File: config.mk
export PLATFORM = sky130hd
export DESIGN_NAME = cv32e40x_xif_result_tx
export DESIGN_NICKNAME = d
export VERILOG_FILES = /design/src/rtl/cv32e40x_pkg.sv /design/src/rtl/cv32e40x_xif_commit_table.sv /design/src/rtl/cv32e40x_xif_result_tx.sv
export SDC_FILE = /design/constraint.sdc
export NUM_CORES = 1
export LEC_CHECK = 0
export ABC_AREA = 1
export BUFFER_PORTS_ARGS = -buffer_cell sky130_fd_sc_hd__buf_4
export CORE_ASPECT_RATIO = 0.9
export CORE_MARGIN = 2
export CORE_UTILIZATION = 50
export CTS_BUF_LIST = sky130_fd_sc_hd__clkbuf_2 sky130_fd_sc_hd__clkbuf_4 sky130_fd_sc_hd__clkbuf_8
export CTS_CLUSTER_SIZE = 12
export DETAILED_ROUTE_END_ITERATION = 7
export GPL_ROUTABILITY_DRIVEN = 0
export PLACE_DENSITY = 0.7
export RECOVER_POWER = 50
export SETUP_SLACK_MARGIN = 0.05
export SLEW_MARGIN = 0
export SYNTH_ARGS = -nofsm -noshare
export SYNTH_HDL_FRONTEND = slang
export SYNTH_SLANG_ARGS = --single-unit
File: constraint.sdc
create_clock -name clk -period 3.6 [get_ports clk]
set_input_delay 0.18 -clock clk [delete_from_list [all_inputs] [get_ports clk]]
set_output_delay 0.18 -clock clk [all_outputs]
set_load 0.02 [all_outputs]
File: src/rtl/cv32e40x_pkg.sv
// Shared eXtension-interface result types: queue entry payload and per-id commit state.
package cv32e40x_pkg;

  localparam int unsigned XIF_ID_WIDTH  = 4;
  localparam int unsigned XIF_RFW_WIDTH = 32;

  // One buffered coprocessor result, in the order the fields appear on the result channel.
  typedef struct packed {
    logic [XIF_ID_WIDTH-1:0]  id;
    logic [XIF_RFW_WIDTH-1:0] data;
    logic [4:0]               rd;
    logic                     we;
    logic                     exc;
    logic [5:0]               exccode;
  } xif_result_entry_t;

  // Commit status the core has reported for an instruction id.
  typedef enum logic [1:0] {
    COMMIT_NONE = 2'b00,
    COMMIT_OK   = 2'b01,
    COMMIT_KILL = 2'b10
  } xif_commit_state_e;

endpackage

File: src/rtl/cv32e40x_xif_commit_table.sv
// Id-indexed commit/kill state array: one write port (core commit strobe),
// one clear port (result leaving the transmitter), two combinational read ports.
module cv32e40x_xif_commit_table
  import cv32e40x_pkg::*;
#(
  parameter int unsigned X_ID_WIDTH = XIF_ID_WIDTH
) (
  input  logic                  clk,
  input  logic                  rst,
  input  logic                  wr_valid,
  input  logic [X_ID_WIDTH-1:0] wr_id,
  input  logic                  wr_kill,
  input  logic                  clr_valid,
  input  logic [X_ID_WIDTH-1:0] clr_id,
  input  logic [X_ID_WIDTH-1:0] head_id,
  output xif_commit_state_e     head_state_c,
  input  logic [X_ID_WIDTH-1:0] exe_id,
  output xif_commit_state_e     exe_state_c
);

  localparam int unsigned NUM_SLOTS = 2 ** X_ID_WIDTH;

  xif_commit_state_e slots [NUM_SLOTS];
  logic              wr_accept;

  // A slot only moves out of NONE once; a second write before it is cleared is dropped.
  assign wr_accept    = wr_valid && (slots[wr_id] == COMMIT_NONE);
  assign head_state_c = slots[head_id];
  assign exe_state_c  = slots[exe_id];

  // Slot update: clear on result departure, set on accepted commit/kill.
  always_ff @(posedge clk) begin
    if (rst) begin
      slots <= '{default: COMMIT_NONE};
    end else begin
      if (clr_valid) slots[clr_id] <= COMMIT_NONE;
      if (wr_accept) slots[wr_id]  <= wr_kill ? COMMIT_KILL : COMMIT_OK;
    end
  end

  // The core must not commit or kill an id that is still outstanding.
  a_commit_to_free_slot: assert property (@(posedge clk) disable iff (rst)
    wr_valid |-> (slots[wr_id] == COMMIT_NONE));

endmodule

File: src/rtl/cv32e40x_xif_result_tx.sv
// Coprocessor-side eXtension-interface result transmitter.
// Buffers execution results in issue order and forwards them to the core only once
// the core has committed the id; killed results are dropped without a handshake.
// Optional macro CV32E40X_XIF_RESULT_BYPASS_EN: zero-latency exe->result path when the
// queue is empty, the id is already committed and the core is ready.
module cv32e40x_xif_result_tx
  import cv32e40x_pkg::*;
#(
  parameter int unsigned DEPTH       = 4,
  parameter int unsigned X_ID_WIDTH  = XIF_ID_WIDTH,
  parameter int unsigned X_RFW_WIDTH = XIF_RFW_WIDTH
) (
  input  logic                   clk,
  input  logic                   rst,
  input  logic                   exe_valid_i,
  output logic                   exe_ready_o,
  input  logic [X_ID_WIDTH-1:0]  exe_id_i,
  input  logic [X_RFW_WIDTH-1:0] exe_data_i,
  input  logic [4:0]             exe_rd_i,
  input  logic                   exe_we_i,
  input  logic                   exe_exc_i,
  input  logic [5:0]             exe_exccode_i,
  input  logic                   commit_valid_i,
  input  logic [X_ID_WIDTH-1:0]  commit_id_i,
  input  logic                   commit_kill_i,
  output logic                   result_valid_o,
  input  logic                   result_ready_i,
  output logic [X_ID_WIDTH-1:0]  result_id_o,
  output logic [X_RFW_WIDTH-1:0] result_data_o,
  output logic [4:0]             result_rd_o,
  output logic                   result_we_o,
  output logic                   result_exc_o,
  output logic [5:0]             result_exccode_o,
  output logic                   empty_o
);

  localparam int unsigned PTR_WIDTH = $clog2(DEPTH);
  localparam int unsigned CNT_WIDTH = PTR_WIDTH + 1;

  xif_result_entry_t      queue_mem [DEPTH];
  logic [PTR_WIDTH-1:0]   wr_ptr;
  logic [PTR_WIDTH-1:0]   rd_ptr;
  logic [CNT_WIDTH-1:0]   count;

  xif_result_entry_t      head;
  xif_result_entry_t      exe_entry;
  xif_result_entry_t      out_entry;
  xif_commit_state_e      head_state;
  xif_commit_state_e      exe_state;

  logic queue_empty;
  logic queue_full;
  logic head_offer;
  logic head_kill;
  logic bypass;
  logic push;
  logic pop;
  logic clr_valid;
  logic [X_ID_WIDTH-1:0] clr_id;

  assign queue_empty = (count == '0);
  assign queue_full  = (count == CNT_WIDTH'(DEPTH));
  assign head        = queue_mem[rd_ptr];

  assign exe_entry = '{
    id:      exe_id_i,
    data:    exe_data_i,
    rd:      exe_rd_i,
    we:      exe_we_i,
    exc:     exe_exc_i,
    exccode: exe_exccode_i
  };

  cv32e40x_xif_commit_table #(
    .X_ID_WIDTH (X_ID_WIDTH)
  ) u_commit_table (
    .clk          (clk),
    .rst          (rst),
    .wr_valid     (commit_valid_i),
    .wr_id        (commit_id_i),
    .wr_kill      (commit_kill_i),
    .clr_valid    (clr_valid),
    .clr_id       (clr_id),
    .head_id      (head.id),
    .head_state_c (head_state),
    .exe_id       (exe_id_i),
    .exe_state_c  (exe_state)
  );

  // Head disposition: offer committed entries, drop killed ones, hold otherwise.
  // Nothing is offered while rst is high so a flush never leaks a handshake.
  assign head_offer = !rst && !queue_empty && (head_state == COMMIT_OK);
  assign head_kill  = !rst && !queue_empty && (head_state == COMMIT_KILL);

`ifdef CV32E40X_XIF_RESULT_BYPASS_EN
  // Zero-latency path only when the core takes it this cycle; otherwise the entry queues.
  assign bypass = !rst && queue_empty && exe_valid_i && (exe_state == COMMIT_OK) && result_ready_i;
`else
  logic unused_exe_state;
  assign unused_exe_state = ^exe_state;
  assign bypass           = 1'b0;
`endif

  assign pop  = (head_offer && result_ready_i) || head_kill;
  assign push = exe_valid_i && !queue_full && !bypass;

  // A departing result (popped, discarded or bypassed) frees its commit slot.
  assign clr_valid = pop || bypass;
  assign clr_id    = bypass ? exe_id_i : head.id;

  // Result channel drive; fields are zero whenever no result is offered.
  assign out_entry        = bypass ? exe_entry : head;
  assign result_valid_o   = head_offer || bypass;
  assign result_id_o      = result_valid_o ? out_entry.id      : '0;
  assign result_data_o    = result_valid_o ? out_entry.data    : '0;
  assign result_rd_o      = result_valid_o ? out_entry.rd      : '0;
  assign result_we_o      = result_valid_o ? out_entry.we      : 1'b0;
  assign result_exc_o     = result_valid_o ? out_entry.exc     : 1'b0;
  assign result_exccode_o = result_valid_o ? out_entry.exccode : '0;

  assign exe_ready_o = !queue_full;
  assign empty_o     = queue_empty && !bypass;

  // Queue pointers and occupancy; pointers wrap naturally since DEPTH is a power of two.
  always_ff @(posedge clk) begin
    if (rst) begin
      wr_ptr <= '0;
      rd_ptr <= '0;
      count  <= '0;
    end else begin
      if (push) wr_ptr <= wr_ptr + 1'b1;
      if (pop)  rd_ptr <= rd_ptr + 1'b1;
      case ({push, pop})
        2'b10:   count <= count + 1'b1;
        2'b01:   count <= count - 1'b1;
        default: count <= count;
      endcase
    end
  end

  // Entry storage; contents are don't-care until written since outputs are gated by valid.
  always_ff @(posedge clk) begin
    if (push) queue_mem[wr_ptr] <= exe_entry;
  end

  // Killing an id that is already being offered is a core protocol error.
  a_no_kill_of_offered: assert property (@(posedge clk) disable iff (rst)
    (head_offer && commit_valid_i && commit_kill_i) |-> (commit_id_i != head.id));

  // An offered result holds valid and payload until the core accepts it.
  a_result_stable: assert property (@(posedge clk) disable iff (rst)
    (result_valid_o && !result_ready_i) |=>
      (result_valid_o && $stable(result_id_o) && $stable(result_data_o) &&
       $stable(result_rd_o) && $stable(result_we_o) && $stable(result_exc_o) &&
       $stable(result_exccode_o)));

endmodule

==> results.sh <==
export IMPL_ys_ff_latch=237
export IMPL_worstPathRequired_ps=3420
export IMPL_drive_above_1_share=0.1407
export IMPL_crit_path_top_delay_cell="dfxtp_2"
export IMPL_path_class="reg2out"
export IMPL_dpl_hpwl_um=15120
export IMPL_die_y_um=141.7
export IMPL_ff2ff_setup_slack_ps=520
export IMPL_syn_num_nets=1117
export IMPL_syn_inst=1052
export IMPL_min_path_cells=3
export IMPL_grt_pass1_wl_um=40970
export IMPL_htreeDepth=2
export IMPL_seqCellArea_um2=6711
export IMPL_violations="max-capacitance violations, max-slew violations"
export IMPL_path_common_cell="nand2_1"
export IMPL_leakage_nw=5.336
export IMPL_syn_avg_cell_area_um2=10.01
export IMPL_io_pins=111
export IMPL_final_common_cell="nand2_1"
export IMPL_fmax_mhz=294.7
export IMPL_fill_cells=1701
export IMPL_reg2regPathDepth=21
export IMPL_root_buffer="clkbuf_8"
export IMPL_die_area_um2=22250
export IMPL_combPwrFrac=0.128
export IMPL_synthToLayoutAreaGrowth_pct=22.10
export IMPL_viasPerCell=5.374
export IMPL_rows=50
export IMPL_num_nets_final=1278
export IMPL_synth_area_top_cells="edfxtp_1 56%, nand2_1 10%, dfxtp_1 7.8%"
export IMPL_ys_seq_area_frac=0.6366
export IMPL_cp_max_fo=47
export IMPL_multi_input_area_um2=3251
export IMPL_setup_ws_ps=207.0
export IMPL_firstDrtPassIters=6
export IMPL_yosys_warnings=0
export IMPL_yosysUniqueCellTypes=31
export IMPL_via_count=8227
export IMPL_crit_buf_inv=3
export IMPL_cp_data_arrival_time_ps=3210
export IMPL_p_sw_w=0.001695
export IMPL_critPathTopFamily="simple AND/OR/NAND/NOR gates"
export IMPL_clockBufferDepth=3
export IMPL_clkSinkCount=237
export IMPL_grt_max_degree=71
export IMPL_crit_chain="inv_4 -> nand3_4 -> nand2_4 -> nand2_1 -> nand2_1 -> nand2_1 -> nand2_1 -> nand2_1 -> nand2_1 -> nor2_2 -> nand3_2 -> buf_12 -> a221oi_1 -> buf_4"
export IMPL_wl_um=25890
export IMPL_period_minus_slack_ps=3393
export IMPL_core_area_um2=20710
export IMPL_post_route_period_util=0.9425
export IMPL_min_from="exe_valid_i"
export IMPL_slew_violations=49
export IMPL_skew_ps=22.75
export IMPL_ant_nets=0
export IMPL_gr_total_overflow=0
export IMPL_synth_area_um2=10540
export IMPL_synth_top_area_share=0.5587
export IMPL_relSlewSlack=-0.1152
export IMPL_grt_usage=0.2352
export IMPL_hp_class="in2reg"
export IMPL_yosysTopAreaCell="edfxtp_1"
export IMPL_dp_slack_ps=242.0
export IMPL_cap_viol_max_count=3
export IMPL_finalHoldViolations=0
export IMPL_slowest_delay_ps=560
export IMPL_pwr_share_clk=0.382
export IMPL_outcome="finished with violations"
export IMPL_antenna_found_initial=1
export IMPL_min_to="wr_ptr[0]$_SDFFE_PP0P_"
export IMPL_r2r_end="count[2]$_SDFFE_PP0P_"
export IMPL_p_int_w=0.004734
export IMPL_cp_start_kind="flop"
export IMPL_rsz0062_at_grt="no"
export IMPL_drc=0
export IMPL_swShare=0.2637
export IMPL_worstSkewPairLatency_ps=560
export IMPL_cp_end_kind="output pin"
export IMPL_tightest_slew_ps=1667
export IMPL_tritoncts="yes"
export IMPL_clkTransAtPathRegs_ps=60
export IMPL_final_cell_mix="279 x nand2_1, 196 x edfxtp_1, 106 x inv_1"
export IMPL_final_setup_tns_ps=0
export IMPL_initial_core_util=0.5088
export IMPL_drt_iter0_markers=688
export IMPL_seqPwrFrac=0.490
export IMPL_cts_made_buffers=39
export IMPL_fp_dieW_um=157.0
export IMPL_power_density_nw_per_um2=499.8
export IMPL_portBuffers=110
export IMPL_vdd_ir_drop_max_v=0.0004067
export IMPL_wl_per_cell_um=16.91
export IMPL_setup_viol=0
export IMPL_grt_pass1_vias=7887
==> cell usage after synthesis, drive strengths merged <==
cell    number
clkbuf      34
nand3      106
buf         21
nor3         1
a22oi        1
nor2        73
xor2         1
a21boi       1
nand4        6
clkinv       2
edfxtp     196
o21ai       26
dfxtp       41
fa           1
a21oi       97
a221oi      45
inv        113
nand2      282
ha           5
==> registers in the layout (all words and copies together) (netlist names), named ones only <==
register and flops:
count 3, queue_mem 196, rd_ptr 2, u_commit_table.slots 32, wr_ptr 2
==> area by class of cell <==
type | instances | area share
diodes | 1 | 0.0001945
clock buffers | 50 | 0.04815
well taps | 286 | 0.02782
inverters | 115 | 0.03414
multi-input cells | 646 | 0.2527
flip-flops and latches | 237 | 0.5217
clock inverters | 22 | 0.01469
repair buffers | 174 | 0.1006
==> worst max path at each step <==
stage	slack, ps	start	cells after the start	to
after floorplan	230	count[1]$_SDFFE_PP0P_	4	queue_mem[0][0]$_DFFE_PP_
after global placement	390	flop	19	count[2]$_SDFFE_PP0P_
after detailed placement	240	flop	19	count[2]$_SDFFE_PP0P_
after CTS	100	flop	13	result_exccode_o[1]
after global routing	80	flop	14	result_data_o[9]
final	210	flop	14	result_data_o[9]
==> metal layers <==
metal  up-vias  GRT usage  share of wire
met5         -          0              0
met1      3891     0.3217           0.43
li1       3944          -              -
met2       346     0.3721           0.47
met4         0    0.08305          0.022
met3        46    0.05284          0.080
==> per-stage QoR <==
step	utilization	total power, W	cell area (um^2)	hold slack [ps]	cells
after floorplan	-	0.003689	10540	252.4	1052
after global placement	0.5621	0.003975	11640	381.7	1406
after detailed placement	0.5621	0.003990	11640	383.0	1406
after CTS	0.6287	0.006484	13020	155.8	1530
after global routing	0.6212	0.006679	12860	217.8	1531
final	0.6212	0.006429	12860	172.6	1531
==> cell families (layout without fill, tap and decap cells) <==
family	after synthesis	in the layout	share of synthesized area
and+or+nand+nor	468	469	0.1861
DFF	237	237	0.6366
AOI/OAI and AO/OA	170	170	0.1032
buffers and inverters	170	361	0.06544
adders and majority gates	6	6	0.007839
xor gates and xnor gates	1	1	0.0008315
other	0	1	0
==> power by group through the flow <==
stage	clock network, W	logic (W)	registers, W
floorplan	0	0.000491	0.00320
global placement	0	0.000769	0.00321
detailed placement	0	0.000781	0.00321
CTS	0.00249	0.000846	0.00315
global route	0.00262	0.000905	0.00316
finish	0.00245	0.000825	0.00315
==> repair_timing <==
item,CTS,global route
hold buffers,50,0
gates cloned,1,0
gates resized for setup,8,13
pin swaps,1,0
setup buffers,1,0
endpoints found under the setup margin,48,44
endpoints found under the hold margin,199,0
==> tightest hold or removal path: stages <==
cell	delay [ps]
buf_4	80
nand2_1	210
a21oi_1	200
(Power assumes the default switching activity.)
